### src/rtl/adc_cfg_seq.sv
// ---------------------------------------------------------------------------
// adc_cfg_seq - power-up configuration sequencer for the ADC register port.
//
// Walks a registered lookup table of {addr[12:0], data[7:0]} entries and
// issues one register write per entry on the adc_spi command port. An entry
// whose address is 13'h1FFF terminates the table early. With verify built in,
// every write is read back and compared; a mismatch rewrites the entry up to
// MAX_RETRY more times before the sequencer stops in ERR.
//
// Build option:
//   ADC_CFG_VERIFY_EN  - defined: READ/CHECK states, retry counter, ERR path.
//                        undefined: write-only; cmd_read, read_addr, error
//                        and err_index are tied 0.
//
// Parameters: LUT_DEPTH (1..256), INIT_DELAY (>=1), MAX_RETRY (0..15)
// Ports:
//   clk, rst_n            clock, async active-low reset
//   start                 re-run pulse, honoured in IDLE/DONE/ERR only
//   busy, done, error     status levels; err_index = failing entry
//   lut_index, lut_data   table address out, table word in (1 cycle later)
//   cmd_write/cmd_read    requests, held until the matching 1-cycle ack
//   write_addr/write_data/read_addr, read_data   command payload
// All outputs come straight from flops.
// ---------------------------------------------------------------------------
module adc_cfg_seq #(
    parameter int LUT_DEPTH  = 16,
    parameter int INIT_DELAY = 1000,
    parameter int MAX_RETRY  = 3
) (
    input  logic        clk,
    input  logic        rst_n,
    input  logic        start,
    output logic        busy,
    output logic        done,
    output logic        error,
    output logic [7:0]  err_index,
    output logic [7:0]  lut_index,
    input  logic [20:0] lut_data,
    output logic        cmd_write,
    output logic        cmd_read,
    input  logic        cmd_write_ack,
    input  logic        cmd_read_ack,
    output logic [12:0] write_addr,
    output logic [7:0]  write_data,
    output logic [12:0] read_addr,
    input  logic [7:0]  read_data
);

    typedef enum logic [3:0] {
        S_IDLE  = 4'd0,
        S_INIT  = 4'd1,
        S_FETCH = 4'd2,
        S_LATCH = 4'd3,
        S_WRITE = 4'd4,
        S_READ  = 4'd5,
        S_CHECK = 4'd6,
        S_NEXT  = 4'd7,
        S_DONE  = 4'd8,
        S_ERR   = 4'd9
    } state_e;

    localparam int               CNT_W     = (INIT_DELAY > 1) ? $clog2(INIT_DELAY) : 1;
    localparam logic [CNT_W-1:0] INIT_LAST = CNT_W'(INIT_DELAY - 1);
    localparam logic [7:0]       LAST_IDX  = 8'(LUT_DEPTH - 1);
    localparam logic [12:0]      TERM_ADDR = 13'h1FFF;

    state_e           state_q, state_d;
    logic [CNT_W-1:0] cnt_q, cnt_d;
    logic [7:0]       lut_index_q, lut_index_d;
    logic [12:0]      waddr_q, waddr_d;
    logic [7:0]       wdata_q, wdata_d;
    logic             cmd_write_q, cmd_write_d;
    logic             busy_q, busy_d;
    logic             done_q, done_d;

    logic wr_ack, start_ok, init_last, last_entry, is_term;

    // Acks only count while our request is actually up.
    assign wr_ack     = cmd_write_q & cmd_write_ack;
    assign start_ok   = start & ((state_q == S_IDLE) | (state_q == S_DONE) | (state_q == S_ERR));
    assign init_last  = (cnt_q == INIT_LAST);
    assign last_entry = (lut_index_q == LAST_IDX);
    assign is_term    = (lut_data[20:8] == TERM_ADDR);

`ifdef ADC_CFG_VERIFY_EN
    logic [12:0] raddr_q, raddr_d;
    logic [7:0]  rdata_q, rdata_d;
    logic [3:0]  retry_q, retry_d;
    logic        cmd_read_q, cmd_read_d;
    logic        error_q, error_d;
    logic [7:0]  err_index_q, err_index_d;
    logic        rd_ack, rd_match, can_retry;

    assign rd_ack    = cmd_read_q & cmd_read_ack;
    assign rd_match  = (rdata_q == wdata_q);
    assign can_retry = (retry_q < 4'(MAX_RETRY));
`endif

    // ---------------- state register ----------------
    always_ff @(posedge clk or negedge rst_n) begin
        if (!rst_n) state_q <= S_INIT;
        else        state_q <= state_d;
    end

    // ---------------- next-state logic ----------------
    always_comb begin
        state_d = state_q;
        case (state_q)
            S_INIT:  if (init_last) state_d = S_FETCH;
            S_FETCH: state_d = S_LATCH;
            S_LATCH: state_d = is_term ? S_DONE : S_WRITE;
`ifdef ADC_CFG_VERIFY_EN
            S_WRITE: if (wr_ack) state_d = S_READ;
            S_READ:  if (rd_ack) state_d = S_CHECK;
            S_CHECK: begin
                if (rd_match)       state_d = S_NEXT;
                else if (can_retry) state_d = S_WRITE;
                else                state_d = S_ERR;
            end
            S_ERR:   if (start) state_d = S_FETCH;
`else
            S_WRITE: if (wr_ack) state_d = S_NEXT;
`endif
            S_NEXT:  state_d = last_entry ? S_DONE : S_FETCH;
            S_IDLE,
            S_DONE:  if (start) state_d = S_FETCH;
            default: state_d = S_IDLE;   // unreachable encodings recover to IDLE
        endcase
    end

    // ---------------- output / datapath next values ----------------
    always_comb begin
        cnt_d       = cnt_q;
        lut_index_d = lut_index_q;
        waddr_d     = waddr_q;
        wdata_d     = wdata_q;
`ifdef ADC_CFG_VERIFY_EN
        raddr_d     = raddr_q;
        rdata_d     = rd_ack ? read_data : rdata_q;
        retry_d     = retry_q;
        err_index_d = err_index_q;
`endif
        case (state_q)
            S_INIT:  cnt_d = cnt_q + CNT_W'(1);
            S_LATCH: begin
                waddr_d = lut_data[20:8];
                wdata_d = lut_data[7:0];
`ifdef ADC_CFG_VERIFY_EN
                raddr_d = lut_data[20:8];
`endif
            end
`ifdef ADC_CFG_VERIFY_EN
            S_CHECK: begin
                if (rd_match)       retry_d     = 4'd0;
                else if (can_retry) retry_d     = retry_q + 4'd1;
                else                err_index_d = lut_index_q;
            end
`endif
            S_NEXT:  if (!last_entry) lut_index_d = lut_index_q + 8'd1;
            default: ;
        endcase

        if (start_ok) begin
            lut_index_d = 8'd0;
`ifdef ADC_CFG_VERIFY_EN
            retry_d     = 4'd0;
            err_index_d = 8'd0;
`endif
        end

        // Requests rise one cycle after entering their state and drop on
        // the ack edge, so a request is never raised while its ack is up.
        cmd_write_d = (state_q == S_WRITE) & ~wr_ack;
`ifdef ADC_CFG_VERIFY_EN
        cmd_read_d  = (state_q == S_READ) & ~rd_ack;
        error_d     = (state_d == S_ERR);
`endif
        // Status flags follow the state being entered so they change on the
        // same edge as the transition.
        busy_d = ~((state_d == S_IDLE) | (state_d == S_DONE) | (state_d == S_ERR));
        done_d = (state_d == S_DONE);
    end

    // ---------------- datapath registers ----------------
    always_ff @(posedge clk or negedge rst_n) begin
        if (!rst_n) begin
            cnt_q       <= '0;
            lut_index_q <= 8'd0;
            waddr_q     <= 13'd0;
            wdata_q     <= 8'd0;
            cmd_write_q <= 1'b0;
            busy_q      <= 1'b1;
            done_q      <= 1'b0;
        end else begin
            cnt_q       <= cnt_d;
            lut_index_q <= lut_index_d;
            waddr_q     <= waddr_d;
            wdata_q     <= wdata_d;
            cmd_write_q <= cmd_write_d;
            busy_q      <= busy_d;
            done_q      <= done_d;
        end
    end

`ifdef ADC_CFG_VERIFY_EN
    always_ff @(posedge clk or negedge rst_n) begin
        if (!rst_n) begin
            raddr_q     <= 13'd0;
            rdata_q     <= 8'd0;
            retry_q     <= 4'd0;
            cmd_read_q  <= 1'b0;
            error_q     <= 1'b0;
            err_index_q <= 8'd0;
        end else begin
            raddr_q     <= raddr_d;
            rdata_q     <= rdata_d;
            retry_q     <= retry_d;
            cmd_read_q  <= cmd_read_d;
            error_q     <= error_d;
            err_index_q <= err_index_d;
        end
    end

    assign cmd_read  = cmd_read_q;
    assign read_addr = raddr_q;
    assign error     = error_q;
    assign err_index = err_index_q;
`else
    logic unused_rd;
    assign unused_rd = ^{read_data, cmd_read_ack};

    assign cmd_read  = 1'b0;
    assign read_addr = 13'd0;
    assign error     = 1'b0;
    assign err_index = 8'd0;
`endif

    assign busy       = busy_q;
    assign done       = done_q;
    assign lut_index  = lut_index_q;
    assign cmd_write  = cmd_write_q;
    assign write_addr = waddr_q;
    assign write_data = wdata_q;

endmodule

### config.mk
export PLATFORM = sky130hd
export DESIGN_NAME = adc_cfg_seq
export DESIGN_NICKNAME = d
export VERILOG_FILES = /design/src/rtl/adc_cfg_seq.sv
export SDC_FILE = /design/constraint.sdc
export NUM_CORES = 1
export LEC_CHECK = 0
export CAP_MARGIN = 15
export CORE_AREA = 2 2 80 82
export CTS_CLUSTER_SIZE = 24
export DETAILED_ROUTE_END_ITERATION = 7
export DIE_AREA = 0 0 82 84
export GPL_ROUTABILITY_DRIVEN = 0
export HOLD_SLACK_MARGIN = 0.06
export PLACE_DENSITY = 0.71
export SLEW_MARGIN = 15
export SYNTH_ARGS = -nofsm -noshare
export SYNTH_HDL_FRONTEND = slang
export SYNTH_SLANG_ARGS = --single-unit
### constraint.sdc
create_clock -name clk -period 1.6 [get_ports clk]
set_input_delay 0.24 -clock clk [delete_from_list [all_inputs] [get_ports clk]]
set_output_delay 0.24 -clock clk [all_outputs]
set_load 0.03 [all_outputs]
Word level (Yosys, flattened, before mapping)
Index checks and enable logic that the tools add are counted.
W data, S select, Z words.
{"block": "op_classes", "add_sub_neg": 2, "order_cmp": 0, "n_shift": 0, "n_mux": 9, "bitwise": 9, "eq_ne": 13, "multipliers": 0, "n_reduce_logical": 5, "div": 0}
{"op": "$mux W8", "n": 3}
{"op": "$pmux W4 S6", "n": 1}
{"op": "$mux W4", "n": 5}
{"op": "$eq A4 B4 Y1 const B", "n": 4}
{"op": "$eq A13 B13 Y1 const B", "n": 1}
{"op": "$add A10 B1 Y10 const B", "n": 1}
{"op": "$eq A10 B10 Y1 const B", "n": 1}
{"op": "$add A8 B1 Y8 const B", "n": 1}
{"op": "$eq A4 B2 Y1 const B", "n": 2}
{"op": "$eq A4 B3 Y1 const B", "n": 2}
{"op": "$eq A8 B4 Y1 const B", "n": 1}
{"op": "$logic_not A4 Y1", "n": 2}
{"op": "$eq A4 B1 Y1 const B", "n": 1}
{"op": "$or A1 B1 Y1", "n": 4}
{"op": "$and A1 B1 Y1", "n": 3}
{"op": "$ne A2 B2 Y1 const B", "n": 1}
{"op": "$not A1 Y1", "n": 2}
{"op": "$reduce_and A2 Y1", "n": 1}
{"op": "$reduce_bool A2 Y1", "n": 1}
{"op": "$reduce_or A2 Y1", "n": 1}
{"block": "totals", "rom_bits": 0, "n_memories": 0, "input_bits": 34, "out_inout_bits": 55, "regBits": 46, "latchBits": 0, "ramBits": 0, "word_cells": 46}

Depth between registers and ports, before layout
{"block": "logic_depth", "word_depth": 7, "mapped_depth": 6, "depth_no_buf": 5}

Worst setup path after synthesis
No wires, ideal clock.
{"block": "synth_timing", "path_kind": "register to register", "start": "register lut_index_q[0] (netlist: lut_index[0])", "end": "register lut_index_q[7] (netlist: lut_index[7])", "setup_time_ns": 0.077, "required_ns": 1.523, "synth_period_minus_slack_ns": 1.809, "n_path_buf": 0, "slack_ns": -0.209, "arrival_time_ns": 1.732, "path_stages_with_launch": 6, "path_cell_list": "dfrtp_1 ha_1 and3_1 a21o_1 or4_1 a21oi_1"}
{"block": "synth_between", "elab_chain_cells": 4, "elab_cells_between_ends": 7, "cone_classes": "add/sub (1); eq/ne (2); mux (3); reduce/logical (1)"}
{"item": "start: declaration", "line": "69", "text": "logic [7:0] lut_index_q, lut_index_d;"}
{"item": "start signal: assignment", "line": "196", "text": "lut_index_q <= lut_index_d;"}
{"item": "$add A8 B1 Y8", "line": "159", "text": "S_NEXT: if (!last_entry) lut_index_d = lut_index_q + 8'd1;"}
{"item": "$mux W8", "line": "159"}
{"item": "$mux W8", "line": "143", "text": "case (state_q)"}
{"item": "$mux W8", "line": "163", "text": "if (start_ok) begin"}
Several ways; a longest one is shown, not always the timed one. The select of a mux whose other input is x is not followed.
A chain may end at the register's enable or synchronous reset.

Final worst setup path
{"block": "layout_timing", "start": "register lut_index_q[1] (netlist: lut_index[1])", "end": "register lut_index_q[5] (netlist: lut_index[5])"}
Same word-level chain as after synthesis.

==> tab_implementation.tex <==
\begin{tabular}{lr}
\hline
Metric & Value \\
\hline
\multicolumn{2}{l}{\textbf{Die}} \\
Effective utilization at floorplan & 0.376 \\
Die area & 6890 um2 \\
Overall die width & 82 um \\
Die height & 84 um \\
I/O pin cnt & 89 \\
Core ar. & 6100 um2 \\
Std cell rows & 29 \\
\multicolumn{2}{l}{\textbf{Clock network}} \\
Clock insertion delay at the later pin of the skew report & 0.29 ns \\
CTS tree & yes \\
CTS clk-pin slew, worst paths & 0.08 ns \\
Clock root buffer master & sky130\_fd\_sc\_hd\_\_clkbuf\_8 \\
Number of buffers on the longest clock path & 2 \\
Clock buffer count from CTS & 5 \\
Clock sink count & 46 \\
H-Tree Level Count & 2 \\
\multicolumn{2}{l}{\textbf{Yosys}} \\
Avg Synthesized Cell Area & 11.7 um2 \\
FF+latch count, synth & 46 \\
Post-synth top area share & 0.481 \\
Cell taking the most area after synthesis & sky130\_fd\_sc\_hd\_\_dfrtp\_1 \\
Number of instances in the synthesized netlist & 195 \\
Top cells by area in the synthesized netlist & sky130\_fd\_sc\_hd\_\_dfrtp\_1 48\%, sky130\_fd\_sc\_hd\_\_mux2\_2 11\%, sky130\_fd\_sc\_hd\_\_buf\_4 7.9\% \\
Post-synthesis cell type count & 40 \\
Sequential cell area fraction in the yosys report & 0.504 \\
Netlist area before placement & 2290 um2 \\
Count of warnings emitted by yosys & 0 \\
\multicolumn{2}{l}{\textbf{Cells and area}} \\
Util after Layout & 0.530 \\
Proportion of layout cells with a drive suffix above 1 & 0.296 \\
Most frequent standard cell in the layout excluding fill and tap cells & sky130\_fd\_sc\_hd\_\_clkdlybuf4s50\_1 \\
Synth-to-Final Area Change & 41.2\% \\
Net count of the finished layout & 312 \\
Antenna diode instance count & 0 \\
Most used cells in the layout excluding fill and tap cells & 40 x sky130\_fd\_sc\_hd\_\_clkdlybuf4s50\_1, 36 x sky130\_fd\_sc\_hd\_\_dfrtp\_1, 23 x sky130\_fd\_sc\_hd\_\_conb\_1, 22 x sky130\_fd\_sc\_hd\_\_mux2\_2, 22 x sky130\_fd\_sc\_hd\_\_buf\_4 \\
\multicolumn{2}{l}{\textbf{STA}} \\
Final Hold Viols & 0 \\
Highest clock rate & 615 MHz \\
Smallest hold slack & 0.432 ns \\
Unrepaired setup endpoints after global routing & yes \\
Min cycle time layout & 1.63 ns \\
Setup violation total in the final timing report & 1 \\
Final Max Slew Viols & 0 \\
Post-route setup slack & -0.0260 ns \\
Total Neg Setup Slack & -0.0260 ns \\
Worst Clk Skew & 0.00452 ns \\
Final worst path period share & 1.02 \\
\multicolumn{2}{l}{\textbf{Route}} \\
Routed wire length per instance & 12.7 um \\
Met3 Wirelength & 231 um \\
Met1 layer wirelength in the final routing & 1920 um \\
Drt first-iter violations & 36 \\
Total routed wirelength & 4490 um \\
Residual DRC & 0 \\
Initial DRT Pass Iterations & 4 \\
Via density & 4.75 \\
Wire length on met2 & 2320 um \\
Via count & 1680 \\
Top layer reached by signal wires & met4 \\
Number of nets still failing antenna checks after routing & 0 \\
\multicolumn{2}{l}{\textbf{Power}} \\
Static Leak & 0.00147 uW \\
Largest voltage drop on the vdd net & 0.000986 V \\
Power density normalized to cell area & 1670 nW/um2 \\
\multicolumn{2}{l}{\textbf{Flow run}} \\
Max-capacitance violation count & 0 \\
\multicolumn{2}{l}{\textbf{Min path}} \\
Type of the most critical hold path & in2async \\
\multicolumn{2}{l}{\textbf{Critical path}} \\
Critical-path top delay cell & sky130\_fd\_sc\_hd\_\_or4\_4 \\
Worst stage delay on the critical path & 0.48 ns \\
Ordered cell list for the critical path & ha\_4 -> and3\_4 -> a21o\_4 -> or4\_4 -> a21oi\_2 \\
Worst EP required & 1.82 ns \\
CP arrival & 1.85 ns \\
Crit start category & register \\
Origin of the worst setup path & lut\_index[1]\$\_DFFE\_PN0P\_ \\
Start of the worst register-to-register path & lut\_index[1]\$\_DFFE\_PN0P\_ \\
Maximum net fanout on the critical path & 7 \\
Worst setup path category & reg2reg \\
Kind of capture point of the worst setup path & register \\
\multicolumn{2}{l}{\textbf{Run status}} \\
Violated checks & negative setup slack \\
Status & complete, but fails checks \\
\multicolumn{2}{l}{\textbf{Global routing}} \\
First-pass GRT wire length & 7450 um \\
Number of antenna violations at the first check in global routing & 0 \\
Overall track demand over capacity in global routing & 0.138 \\
Largest net degree at the start of global routing & 28 \\
Residual overflow from global routing & 0 \\
Via count of the first global-routing pass & 1678 \\
\multicolumn{2}{l}{\textbf{Placed design}} \\
Total half-perimeter wirelength after legalization and detailed placement & 3400 um \\
Worst-case setup slack after placement & -0.0873 ns \\
Port-buffer cells & 56 \\
\hline
\end{tabular}
cell families after synthesis:
| kind of cell | after synthesis | share of synthesized area |
|---|---|---|
| compound gates | 20 | 0.0563 |
| buf+inv | 33 | 0.0994 |
| other cells | 1 | 0.00164 |
| xor+xnor | 11 | 0.0421 |
| simple gates | 60 | 0.178 |
| fa+ha+maj | 2 | 0.0109 |
| mux | 22 | 0.108 |
| flops | 46 | 0.504 |
where the power goes:
part	internal [uW]	total, uW	switching, uW
logic	1280	2630	1350
registers	1600	1940	337
clock network	468	842	374
critical path, delay by kind of cell (launching register included):
family / cells / cell delay (ns)
fa+ha+maj: 1 / 0.16
compound gates: 2 / 0.34
flops: 1 / 0.43
simple gates: 2 / 0.62
registers in the layout (all words and copies together) (netlist names):
register,count
busy,1
cmd_write,1
cnt_q,10
done,1
lut_index,8
state_q,4
write_addr,13
write_data,8
synthesized netlist by cell type:
cell type and instances:
sky130_fd_sc_hd__or3_1 1, sky130_fd_sc_hd__nand3_1 6, sky130_fd_sc_hd__nor4_1 2, sky130_fd_sc_hd__buf_4 24, sky130_fd_sc_hd__conb_1 1, sky130_fd_sc_hd__nand4_4 1
sky130_fd_sc_hd__mux2_2 22, sky130_fd_sc_hd__buf_2 5, sky130_fd_sc_hd__nor4_4 1, sky130_fd_sc_hd__ha_1 2, sky130_fd_sc_hd__o21a_1 1, sky130_fd_sc_hd__a21oi_1 5
sky130_fd_sc_hd__buf_6 1, sky130_fd_sc_hd__or4b_2 1, sky130_fd_sc_hd__dfstp_2 2, sky130_fd_sc_hd__nand4_1 5, sky130_fd_sc_hd__xnor2_1 5, sky130_fd_sc_hd__nor3b_1 2
sky130_fd_sc_hd__nand2_1 13, sky130_fd_sc_hd__a211oi_1 1, sky130_fd_sc_hd__nand2b_1 3, sky130_fd_sc_hd__nor3_1 3, sky130_fd_sc_hd__or4_1 4, sky130_fd_sc_hd__o211ai_1 3
sky130_fd_sc_hd__xor2_1 6, sky130_fd_sc_hd__o31ai_1 3, sky130_fd_sc_hd__nor4_2 1, sky130_fd_sc_hd__inv_1 3, sky130_fd_sc_hd__and2b_1 1, sky130_fd_sc_hd__o21ai_0 4
sky130_fd_sc_hd__a21o_1 1, sky130_fd_sc_hd__o311ai_0 1, sky130_fd_sc_hd__dfrtp_1 44, sky130_fd_sc_hd__nor2_1 7, sky130_fd_sc_hd__nor4b_4 1, sky130_fd_sc_hd__a21boi_0 1
sky130_fd_sc_hd__nand3b_1 3, sky130_fd_sc_hd__and3_1 2, sky130_fd_sc_hd__nand4b_1 2, sky130_fd_sc_hd__nand4b_4 1
timing repair:
| item | 4_1_cts | 5_1_grt |
|---|---|---|
| resized for setup | 13 | 13 |
| buffers inserted | 0 | 1 |
| endpoints found under the hold margin | 19 | 0 |
| pin swaps | 0 | 1 |
| hold buffers | 1 | 0 |
| setup endpoints to repair | 22 | 24 |
path summary, 6_finish.rpt:
check,endpoint,slack [ns],depth (start not counted)
max,lut_index[5]$_DFFE_PN0P_,-0.03,5
min,write_data[4]$_DFFE_PN0P_,0.43,2
max reg2reg,lut_index[5]$_DFFE_PN0P_,-0.03,5
min reg2reg,cnt_q[8]$_DFFE_PN0P_,0.47,1
max in group asynchronous,state_q[0]$_DFF_PN1_,0.59,3
min in group clk,cnt_q[8]$_DFFE_PN0P_,0.47,1
layer usage:
metal	vias up	global-route usage
met5	-	0
met4	0	0.0394
met3	2	0.0335
met2	43	0.235
met1	825	0.172
li1	810	-
per-stage QoR:
step                total power [uW]  std cells  instance area (um2)
floorplan                       3550        217                 2420
global placement                4550        344                 3070
detailed placement              4610        344                 3070
CTS                             5450        353                 3180
global route                    5740        354                 3230
finish                          5410        354                 3230
layout make-up:
cell class | count | area (um2)
Inverter | 3 | 11.3
Sequential cell | 46 | 1160
Clock inverter | 1 | 30.0
Tap cell | 77 | 96.3
Timing Repair Buffer | 82 | 791
Fill cell | 562 | 2860
Multi-Input combinational cell | 138 | 1060
Clock buffer | 7 | 76.3
Power figures use the tool's default switching activity.
